--- src/rtl/pipe_pkg.sv ---
// Shared pipeline definitions used by the return-address stack and the
// link-address pipeline register path.
//   LINK_OFFSET : return address lies past the jump and its delay slot.
//   ras_op_e    : stack operation decoded from push/pop requests.
package pipe_pkg;

    localparam int LINK_OFFSET = 8;

    typedef enum logic [1:0] {
        RAS_NONE    = 2'd0,
        RAS_PUSH    = 2'd1,
        RAS_POP     = 2'd2,
        RAS_REPLACE = 2'd3
    } ras_op_e;

    function automatic ras_op_e ras_decode(input logic push, input logic pop);
        case ({push, pop})
            2'b10:   return RAS_PUSH;
            2'b01:   return RAS_POP;
            2'b11:   return RAS_REPLACE;
            default: return RAS_NONE;
        endcase
    endfunction

endpackage

--- src/rtl/pipe_ras_if.sv ---
// Decode/fetch side bundle of the return-address stack.
//   master : decode/control drives push/pop/stall/flush, fetch consumes prediction
//   slave  : the stack itself
interface pipe_ras_if #(
    parameter int DEPTH = 8,
    parameter int AW    = 32
);
    localparam int CW = $clog2(DEPTH) + 1;

    logic          stall;
    logic          flush;
    logic          push_valid;
    logic [AW-1:0] push_pc;
    logic          pop_valid;
    logic          pred_valid;
    logic [AW-1:0] pred_addr;
    logic          overflow;
    logic [CW-1:0] depth_cnt;

    modport master (
        output stall, flush, push_valid, push_pc, pop_valid,
        input  pred_valid, pred_addr, overflow, depth_cnt
    );

    modport slave (
        input  stall, flush, push_valid, push_pc, pop_valid,
        output pred_valid, pred_addr, overflow, depth_cnt
    );
endinterface

--- src/rtl/pipe_ras_storage.sv ---
// DEPTH x AW return-address register file.
//   clk         : write clock
//   we/waddr/wdata : single synchronous write port
//   raddr/rdata : asynchronous read port (driven with tos-1 by the control)
// Contents are not reset; the control's count qualifies every read.
module ras_storage #(
    parameter int DEPTH = 8,
    parameter int AW    = 32,
    localparam int PW   = $clog2(DEPTH)
) (
    input  logic          clk,
    input  logic          we,
    input  logic [PW-1:0] waddr,
    input  logic [AW-1:0] wdata,
    input  logic [PW-1:0] raddr,
    output logic [AW-1:0] rdata
);
    logic [DEPTH-1:0][AW-1:0] mem;

    always_ff @(posedge clk) begin
        if (we) mem[waddr] <= wdata;
    end

    assign rdata = mem[raddr];
endmodule

--- src/rtl/pipe_ras.sv ---
// Return-address stack beside IF. Decode pushes jump PC + LINK_OFFSET on
// linking instructions and pops on JR $31; fetch gets a prediction decoded
// purely from registered state.
//   clk, rst_n : clock, async active-low reset
//   ras        : slave side of pipe_ras_if (stall/flush/push/pop in,
//                pred_valid/pred_addr/overflow/depth_cnt out)
// Storage is circular: when full, a push overwrites the oldest entry.
module pipe_ras
    import pipe_pkg::*;
#(
    parameter int DEPTH = 8,
    parameter int AW    = 32
) (
    input  logic     clk,
    input  logic     rst_n,
    pipe_ras_if.slave ras
);
    localparam int PW = $clog2(DEPTH);
    localparam int CW = PW + 1;

    logic [PW-1:0] tos_q, tos_d, tos_m1;
    logic [CW-1:0] cnt_q, cnt_d;
    logic          ovf_q, ovf_d;
    logic          we;
    logic [PW-1:0] waddr;
    logic [AW-1:0] wdata, rdata;
    logic          full, empty;
    ras_op_e       op;

    assign tos_m1 = tos_q - PW'(1);
    assign full   = (cnt_q == CW'(DEPTH));
    assign empty  = (cnt_q == '0);
    assign wdata  = ras.push_pc + AW'(LINK_OFFSET);
    assign op     = ras_decode(ras.push_valid, ras.pop_valid);

    always_comb begin
        we    = 1'b0;
        waddr = tos_q;
        tos_d = tos_q;
        cnt_d = cnt_q;
        ovf_d = 1'b0;
        if (ras.flush) begin
            tos_d = '0;
            cnt_d = '0;
        end else if (!ras.stall) begin
            case (op)
                RAS_PUSH: begin
                    we    = 1'b1;
                    tos_d = tos_q + PW'(1);
                    // Full push wraps onto the oldest slot; count saturates.
                    if (full) ovf_d = 1'b1;
                    else      cnt_d = cnt_q + CW'(1);
                end
                RAS_POP: begin
                    // Underflow is silently ignored.
                    if (!empty) begin
                        tos_d = tos_m1;
                        cnt_d = cnt_q - CW'(1);
                    end
                end
                RAS_REPLACE: begin
                    we = 1'b1;
                    if (empty) begin
                        tos_d = tos_q + PW'(1);
                        cnt_d = CW'(1);
                    end else begin
                        waddr = tos_m1;
                    end
                end
                default: ;
            endcase
        end
    end

    always_ff @(posedge clk or negedge rst_n) begin
        if (!rst_n) begin
            tos_q <= '0;
            cnt_q <= '0;
            ovf_q <= 1'b0;
        end else begin
            tos_q <= tos_d;
            cnt_q <= cnt_d;
            ovf_q <= ovf_d;
        end
    end

    ras_storage #(.DEPTH(DEPTH), .AW(AW)) u_storage (
        .clk   (clk),
        .we    (we),
        .waddr (waddr),
        .wdata (wdata),
        .raddr (tos_m1),
        .rdata (rdata)
    );

    assign ras.pred_valid = !empty;
    assign ras.pred_addr  = empty ? '0 : rdata;
    assign ras.overflow   = ovf_q;
    assign ras.depth_cnt  = cnt_q;
endmodule

--- src/flat_wrapper.sv ---
// flat-port wrapper written by rule: the top's interface ports become plain ports
module pipe_ras_flat import pipe_pkg::*;
#(
    parameter int DEPTH = 8,
    parameter int AW    = 32
)
  (clk, rst_n, ras_stall, ras_flush, ras_push_valid, ras_push_pc, ras_pop_valid, ras_pred_valid, ras_pred_addr, ras_overflow, ras_depth_cnt);
  pipe_ras_if #(.DEPTH(DEPTH), .AW(AW)) ras_i ();
  input  logic clk;
  input  logic rst_n;
  input wire logic [$bits(ras_i.stall)-1:0] ras_stall;
  input wire logic [$bits(ras_i.flush)-1:0] ras_flush;
  input wire logic [$bits(ras_i.push_valid)-1:0] ras_push_valid;
  input wire logic [$bits(ras_i.push_pc)-1:0] ras_push_pc;
  input wire logic [$bits(ras_i.pop_valid)-1:0] ras_pop_valid;
  output wire logic [$bits(ras_i.pred_valid)-1:0] ras_pred_valid;
  output wire logic [$bits(ras_i.pred_addr)-1:0] ras_pred_addr;
  output wire logic [$bits(ras_i.overflow)-1:0] ras_overflow;
  output wire logic [$bits(ras_i.depth_cnt)-1:0] ras_depth_cnt;
  assign ras_i.stall = ras_stall;
  assign ras_i.flush = ras_flush;
  assign ras_i.push_valid = ras_push_valid;
  assign ras_i.push_pc = ras_push_pc;
  assign ras_i.pop_valid = ras_pop_valid;
  assign ras_pred_valid = ras_i.pred_valid;
  assign ras_pred_addr = ras_i.pred_addr;
  assign ras_overflow = ras_i.overflow;
  assign ras_depth_cnt = ras_i.depth_cnt;
  pipe_ras #(.DEPTH(DEPTH), .AW(AW)) u_core (.clk(clk), .rst_n(rst_n), .ras(ras_i));
endmodule
--- config.mk ---
export PLATFORM = sky130hd
export DESIGN_NAME = pipe_ras_flat
export DESIGN_NICKNAME = d
export VERILOG_FILES = /design/src/rtl/pipe_pkg.sv /design/src/rtl/pipe_ras_if.sv /design/src/rtl/pipe_ras_storage.sv /design/src/rtl/pipe_ras.sv /design/src/flat_wrapper.sv
export SDC_FILE = /design/constraint.sdc
export NUM_CORES = 1
export LEC_CHECK = 0
export ABC_AREA = 1
export BUFFER_PORTS_ARGS = -buffer_cell sky130_fd_sc_hd__buf_2
export CORE_MARGIN = 8
export CORE_UTILIZATION = 50
export DETAILED_ROUTE_END_ITERATION = 12
export GPL_ROUTABILITY_DRIVEN = 1
export PLACE_DENSITY = 0.76
export SKIP_LAST_GASP = 1
export SLEW_MARGIN = 20
export SYNTH_ARGS = -nofsm -noshare
export SYNTH_HDL_FRONTEND = slang
export SYNTH_SLANG_ARGS = --single-unit
--- constraint.sdc ---
create_clock -name clk -period 3.8 [get_ports clk]
set_input_delay 0.57 -clock clk [delete_from_list [all_inputs] [get_ports clk]]
set_output_delay 0.57 -clock clk [all_outputs]
set_load 0.01 [all_outputs]
== Yosys cells after proc, flatten, opt, wreduce, memory -nomap -nowiden ==
Index checks and enable logic that the tools add are counted.
W data, S select, Z words.

* Eq/ne operators: 11
* Multiplexer cells: 28
* Reductions and logical operators: 7
* Add/subtract/negate cells: 5
* $lt $le $gt $ge: 3

{| class="wikitable"
|+ Operators by type and width
! operator !! number
|-
| $bwmux W256 || 1
|-
| $bmux W32 S3 || 1
|-
| $demux W32 S3 || 1
|-
| $mux W32 || 3
|-
| $add A32 B4 Y32 const B || 1
|-
| $mux W3 || 7
|-
| $mux W4 || 5
|-
| $pmux W4 S3 || 1
|-
| $pmux W3 S3 || 1
|-
| $eq A2 B2 Y1 const B || 4
|-
| $lt A3 B4 Y1 const B || 2
|-
| $mux W1 || 7
|-
| $ne A3 B3 Y1 const B || 2
|-
| $pmux W2 S3 || 1
|-
| $reduce_and A5 Y1 || 1
|-
| $add A4 B1 Y4 const B || 1
|-
| $eq A2 B1 Y1 const B || 2
|-
| $eq A4 B4 Y1 const B || 1
|-
| $logic_not A4 Y1 || 1
|-
| $reduce_bool A4 Y1 || 1
|-
| $sub A4 B1 Y4 const B || 1
|-
| $add A3 B1 Y3 const B || 1
|-
| $ge A3 B1 Y1 const B || 1
|-
| $ne A3 B2 Y1 const B || 1
|-
| other kinds (6) || 6
|}

* Output and inout bits: 38
* Input bits: 38
* Logic and storage cells: 65
* Bits in registers: 264

== Longest topological paths before layout ==
* Word-level depth: 11
* Depth in mapped cells: 13
* Gate-level depth less buffers: 13

== Modules after synthesis ==
From an unflattened synthesis, not the netlist that was laid out.

* Cell total of the unflattened synthesis: 1441
* Area, all modules: 12934.9 um^2

{| class="wikitable"
|+ By module, submodules not included
! module !! times used !! cells each !! area an instance (um^2) !! sequential area each (um^2)
|-
| ras_storage || 1 || 1124 || 11235.8 || 7687.4
|-
| pipe_ras || 1 || 317 || 1699.1 || 200.2
|}

== Worst setup path before layout ==
OpenSTA, ideal clock, no wires.

* Kind: reg2reg
* Start: reg, netlist name u_core.tos_q[0]
* End: reg u_core.u_storage.mem[64] (netlist bit), enable pin
* Setup time: 421 ps
* Period minus slack after synthesis: 3466 ps
* Path slack: 334 ps
* Data required time: 3379 ps
* Arrival: 3045 ps
* Cell stages (with the launch flop): 10
* Buffers on the path: 2
* Cell sequence: dfrtp_1 buf_4 inv_4 buf_2 ha_1 xnor2_1 o21ai_0 inv_1 nand2_1 nor2_1

{| class="wikitable"
|+ RTL lines
! element !! line !! source
|-
| to (signal, indexed assignment) || pipe_ras_storage.sv:21 || <nowiki>if (we) mem[waddr] <= wdata;</nowiki>
|-
| to (decl) || pipe_ras_storage.sv:18 || <nowiki>logic [DEPTH-1:0][AW-1:0] mem;</nowiki>
|}

== Worst setup path after layout ==
* Start: reg u_core.tos_q[0]
* End: out ras_pred_addr[12]

* Cells in the longest elaborated chain, start to end: 4

{| class="wikitable"
|+ RTL lines
! element !! line !! source
|-
| from (decl) || pipe_ras.sv:21 || <nowiki>logic [PW-1:0] tos_q, tos_d, tos_m1;</nowiki>
|-
| from (signal assigned) || pipe_ras.sv:81 || <nowiki>tos_q <= tos_d;</nowiki>
|-
| $sub A3 B1 Y3 || pipe_ras.sv:30 || <nowiki>assign tos_m1 = tos_q - PW'(1);</nowiki>
|-
| $bmux W32 S3 || pipe_ras_storage.sv:24 || <nowiki>assign rdata = mem[raddr];</nowiki>
|-
| $mux W32 (not written as such) || pipe_ras_storage.sv:24 ||
|-
| $mux W32 || pipe_ras.sv:97 || <nowiki>assign ras.pred_addr = empty ? '0 : rdata;</nowiki>
|-
| to (decl) || flat_wrapper.sv:17 || <nowiki>output wire logic [$bits(ras_i.pred_addr)-1:0] ras_pred_addr;</nowiki>
|}

No other way between the ends. The select of a mux whose other input is x is not followed.

==> impl_results.html <==
<table>
<tr><th>Metric</th><th>Value</th></tr>
<tr><th colspan="2">Timing</th></tr>
<tr><td>Hold Fails Final Rpt</td><td>0</td></tr>
<tr><td>Portion of the clock cycle consumed by the worst path in the final layout</td><td>84.4%</td></tr>
<tr><td>Pins over their slew limit</td><td>0</td></tr>
<tr><td>Final min period</td><td>3.21 ns</td></tr>
<tr><td>Smallest hold slack</td><td>0.239 ns</td></tr>
<tr><td>Slew at the pin closest to its max-slew limit</td><td>0.919 ns</td></tr>
<tr><td>Setup TNS</td><td>0 ns</td></tr>
<tr><td>RSZ-0062 raised after global routing</td><td>no</td></tr>
<tr><td>Setup violation total in the final timing report</td><td>0</td></tr>
<tr><td>Worst clock skew</td><td>0.0181 ns</td></tr>
<tr><td>Max Clock Freq</td><td>312 MHz</td></tr>
<tr><td>Worst slew margin relative to its limit</td><td>38.7%</td></tr>
<tr><th colspan="2">Drt</th></tr>
<tr><td>Average vias per placed instance</td><td>5.79</td></tr>
<tr><td>Total via count in the routed design</td><td>7618</td></tr>
<tr><td>Drt pass-1 iters</td><td>5</td></tr>
<tr><td>Post-route DRC violation count</td><td>0</td></tr>
<tr><td>Number of DRC markers after the initial detailed-route iteration</td><td>802</td></tr>
<tr><td>Number of nets with antenna violations after routing</td><td>0</td></tr>
<tr><td>WL per Instance</td><td>19.9 um</td></tr>
<tr><td>Routed Wire Length</td><td>26200 um</td></tr>
<tr><th colspan="2">Synthesis</th></tr>
<tr><td>Seq cells post-synth</td><td>264</td></tr>
<tr><td>Mean instance size in the synthesized netlist</td><td>12.2 um2</td></tr>
<tr><td>Synthesized area</td><td>11400 um2</td></tr>
<tr><td>Sequential element share of the synthesized area</td><td>69.1%</td></tr>
<tr><td>Synthesized netlist cell count</td><td>934</td></tr>
<tr><td>Net count after synthesis</td><td>977</td></tr>
<tr><td>Library cell occupying the most area in the post-synthesis netlist</td><td>sky130_fd_sc_hd__edfxtp_1</td></tr>
<tr><td>Area fraction of the dominant cell type after synthesis</td><td>67.3%</td></tr>
<tr><td>Synth warn</td><td>0</td></tr>
<tr><td>Library cells used by synthesis</td><td>32</td></tr>
<tr><td>Main area contributors after synthesis</td><td>sky130_fd_sc_hd__edfxtp_1 (67%), sky130_fd_sc_hd__nor2_1 (5.4%), sky130_fd_sc_hd__o21ai_0 (3.2%)</td></tr>
<tr><th colspan="2">Global route</th></tr>
<tr><td>Global-route total usage across every layer</td><td>18.3%</td></tr>
<tr><td>Largest net degree at the start of global routing</td><td>80</td></tr>
<tr><td>Antenna violations before repair</td><td>4</td></tr>
<tr><td>Global-route wire length before repair</td><td>40800 um</td></tr>
<tr><td>Number of global-route vias before repair</td><td>7401</td></tr>
<tr><td>Total congestion overflow</td><td>0</td></tr>
<tr><th colspan="2">Pwr</th></tr>
<tr><td>Clock group share of total power</td><td>37.2%</td></tr>
<tr><td>Power Internal</td><td>5.20 mW</td></tr>
<tr><td>Final Power</td><td>7.10 mW</td></tr>
<tr><td>Relative contribution of combinational cells to total power</td><td>16.8%</td></tr>
<tr><td>Register share of total power</td><td>46.0%</td></tr>
<tr><td>Leakage power</td><td>4.65 nW</td></tr>
<tr><td>Power dissipated by switching net loads</td><td>1.90 mW</td></tr>
<tr><td>Largest voltage drop on the vdd net</td><td>0.000370 V</td></tr>
<tr><td>Power density normalized to cell area</td><td>541 nW/um2</td></tr>
<tr><td>Switching Fraction</td><td>26.8%</td></tr>
<tr><th colspan="2">Place</th></tr>
<tr><td>DPL Wire Length</td><td>15600 um</td></tr>
<tr><td>Port buffer count</td><td>75</td></tr>
<tr><td>Final GP Congestion</td><td>0.920</td></tr>
<tr><td>Total placed instance area</td><td>12200 um2</td></tr>
<tr><th colspan="2">Final layout</th></tr>
<tr><td>Post-synthesis to final-layout area growth</td><td>14.9%</td></tr>
<tr><td>Finished layout cell area</td><td>13100 um2</td></tr>
<tr><td>Fillers</td><td>1739</td></tr>
<tr><td>Share of final-layout standard cells stronger than drive strength 1</td><td>15.5%</td></tr>
<tr><td>Final #Nets</td><td>1051</td></tr>
<tr><td>Final standard cell utilization of the core</td><td>58.3%</td></tr>
<tr><th colspan="2">Die</th></tr>
<tr><td>Die area</td><td>27900 um2</td></tr>
<tr><td>Starting density of the core</td><td>50.8%</td></tr>
<tr><td>Placeable core region</td><td>22500 um2</td></tr>
<tr><td>Chip width</td><td>167 um</td></tr>
<tr><td>Number of standard-cell rows in the floorplan</td><td>55</td></tr>
<tr><td>Die Ht</td><td>167 um</td></tr>
<tr><td>Boundary pin count</td><td>76</td></tr>
<tr><th colspan="2">Hold path</th></tr>
<tr><td>Tightest Hold Check Type</td><td>in -&gt; reg</td></tr>
<tr><th colspan="2">Critical path</th></tr>
<tr><td>Critical Path Fanout Max</td><td>76</td></tr>
<tr><td>Crit path buffers/inverters</td><td>3</td></tr>
<tr><td>Arrival time at the worst endpoint</td><td>2.64 ns</td></tr>
<tr><td>Data required time of the worst path</td><td>3.23 ns</td></tr>
<tr><td>Family with the most delay on the worst path</td><td>compound AO/OA/AOI/OAI gates</td></tr>
<tr><td>Worst Setup Path Type</td><td>reg -&gt; out</td></tr>
<tr><td>Cell-by-cell listing of the critical path</td><td>inv_4 &gt; ha_4 &gt; buf_12 &gt; o21ai_0 &gt; o22ai_1 &gt; nand3_1 &gt; o21ai_1 &gt; buf_2</td></tr>
<tr><td>CP endpoint kind</td><td>output port</td></tr>
<tr><td>Highest-delay cell along the critical path</td><td>sky130_fd_sc_hd__ha_4</td></tr>
<tr><td>Worst stage delay on the critical path</td><td>0.44 ns</td></tr>
<tr><td>Setup crit start kind</td><td>flip-flop</td></tr>
<tr><th colspan="2">Clock network</th></tr>
<tr><td>Count of clock tree sinks</td><td>264</td></tr>
<tr><td>Total clock buffers created by CTS</td><td>27</td></tr>
<tr><td>Post CTS Setup Buffer Count</td><td>0</td></tr>
<tr><td>CTS H-tree depth</td><td>1</td></tr>
<tr><td>Register clock-pin slew on the reported worst setup and hold paths</td><td>0.06 ns</td></tr>
<tr><td>CTS tree</td><td>done</td></tr>
<tr><td>Worst-Skew Late Latency</td><td>0.54 ns</td></tr>
<tr><td>Longest Clk Path Bufs</td><td>3</td></tr>
<tr><td>Buffer cell driving the clock tree root</td><td>sky130_fd_sc_hd__clkbuf_16</td></tr>
<tr><th colspan="2">Job</th></tr>
<tr><td>Max-capacitance violation count</td><td>0</td></tr>
<tr><th colspan="2">Run status</th></tr>
<tr><td>Result of the run</td><td>finished, final reports clean</td></tr>
</table>
[synth_stat cells, drive strengths merged]
cell type,n
or2,2
buf,23
o21ai,105
nand4,9
o32ai,32
xor2,17
inv,65
nand2,68
o22ai,32
nand2b,1
xnor2,12
mux2i,32
nor4,2
edfxtp,256
ha,5
nor3,13
dfrtp,8
nor2,166
clkbuf,25
a21oi,2
nand3,57
nand3b,2
[power by group through the flow]
stage | combinational [mW] | clock (mW) | sequential [mW]
6_report | 1.19 | 2.64 | 3.27
3_3_place_gp | 1.17 | 0 | 3.33
5_1_grt | 1.30 | 2.78 | 3.27
4_1_cts | 1.20 | 2.67 | 3.27
3_5_place_dp | 1.19 | 0 | 3.33
2_1_floorplan | 0.765 | 0 | 3.32
[kinds of logic (layout without fill, tap and decap cells)]
family / after synthesis / count (layout) / share of synthesized area (%)
xor gates and xnor gates: 29 / 29 / 2.22
AOI/OAI and AO/OA: 171 / 171 / 8.90
buffers and inverters: 113 / 208 / 4.35
DFF: 264 / 264 / 69.1
adders and majority gates: 5 / 5 / 0.548
muxes: 32 / 32 / 2.80
and+or+nand+nor: 320 / 320 / 12.1
other: 0 / 2 / 0
[worst reg2reg max path, delay by kind of cell (launching register included)]
family | cells | cell delay [ns]
flops | 1 | 0.49
buf+inv | 3 | 0.91
simple gates | 2 | 0.84
xor+xnor | 1 | 0.25
[path summary, 6_finish.rpt]
check | slack [ns] | from | depth (start not counted) | endpoint
max | 0.59 | u_core.tos_q[0] | 8 | ras_pred_addr[12]
min | 0.24 | ras_stall | 2 | u_core.ras.overflow
max reg2reg | 1.01 | u_core.tos_q[0] | 6 | u_core.u_storage.mem[124]
min reg2reg | 0.55 | u_core.ras.depth_cnt[3] | 2 | u_core.ras.depth_cnt[3]
max in group asynchronous | 3.18 | rst_n | 2 | u_core.tos_q[0]
min in group asynchronous | 0.42 | rst_n | 2 | u_core.ras.depth_cnt[1]
[metrics by stage]
step | std cells | setup WS [ns]
after floorplan | 934 | 0.334
after CTS | 1314 | 0.577
after global placement | 1263 | 1.04
after global routing | 1316 | 0.432
after detailed placement | 1263 | 0.991
final | 1316 | 0.593
[registers in the layout (all words and copies together) (netlist names)]
name and flops:
u_core.tos_q 3, u_core.ras.overflow 1, u_core.u_storage.mem 256, u_core.ras.depth_cnt 4
[metal layers]
metal  part of all wire [%]  global-route usage, %  vias to the layer above
li1                       -                      -                     3551
met5                   0.12                      0                        -
met1                     41                   23.5                     3709
met2                     49                   31.4                      308
met3                    7.2                   3.48                       46
met4                    2.0                   5.16                        4
[layout by cell type (no fill, tap or decap), types with 2 or more instances in the layout]
| cell | n |
|---|---|
| sky130_fd_sc_hd__nand3_2 | 5 |
| sky130_fd_sc_hd__nand3b_1 | 2 |
| sky130_fd_sc_hd__a21oi_1 | 2 |
| sky130_fd_sc_hd__xnor2_1 | 11 |
| sky130_fd_sc_hd__buf_4 | 9 |
| sky130_fd_sc_hd__inv_6 | 2 |
| sky130_fd_sc_hd__o21ai_1 | 32 |
| sky130_fd_sc_hd__nor4_1 | 2 |
| sky130_fd_sc_hd__o32ai_1 | 32 |
| sky130_fd_sc_hd__dfrtp_1 | 7 |
| sky130_fd_sc_hd__nand4_1 | 9 |
| sky130_fd_sc_hd__o21ai_0 | 73 |
| sky130_fd_sc_hd__buf_2 | 75 |
| sky130_fd_sc_hd__nor3_1 | 9 |
| sky130_fd_sc_hd__buf_12 | 8 |
| sky130_fd_sc_hd__nor2_1 | 157 |
| sky130_fd_sc_hd__clkbuf_16 | 27 |
| sky130_fd_sc_hd__clkinv_2 | 6 |
| sky130_fd_sc_hd__diode_2 | 2 |
| sky130_fd_sc_hd__clkinvlp_4 | 2 |
| sky130_fd_sc_hd__nand2_1 | 67 |
| sky130_fd_sc_hd__bufinv_16 | 4 |
| sky130_fd_sc_hd__mux2i_1 | 32 |
| sky130_fd_sc_hd__edfxtp_1 | 256 |
| sky130_fd_sc_hd__nor2_4 | 8 |
| sky130_fd_sc_hd__xor2_1 | 17 |
| sky130_fd_sc_hd__clkinv_1 | 7 |
| sky130_fd_sc_hd__nor3_2 | 4 |
| sky130_fd_sc_hd__o22ai_1 | 32 |
| sky130_fd_sc_hd__ha_1 | 4 |
| sky130_fd_sc_hd__inv_1 | 64 |
| sky130_fd_sc_hd__nand3_1 | 52 |
[cell type report]
cell class,count,area [um2],share of cell area (%)
tap,285,357,2.72
antenna,2,5.00,0.0381
clock inverter,22,218,1.66
clock buffer,28,679,5.18
sequential,264,7890,60.1
timing repair buffer,93,613,4.67
inverter,65,246,1.88
multi-input combinational,557,3120,23.7
[repair_timing]
item | CTS | global route
hold buffers | 1 | 0
setup endpoints to repair | 0 | 0
endpoints found under the hold margin | 8 | 0
gates resized for setup | 0 | 0
No activity file was read; power rests on OpenSTA's default activity.
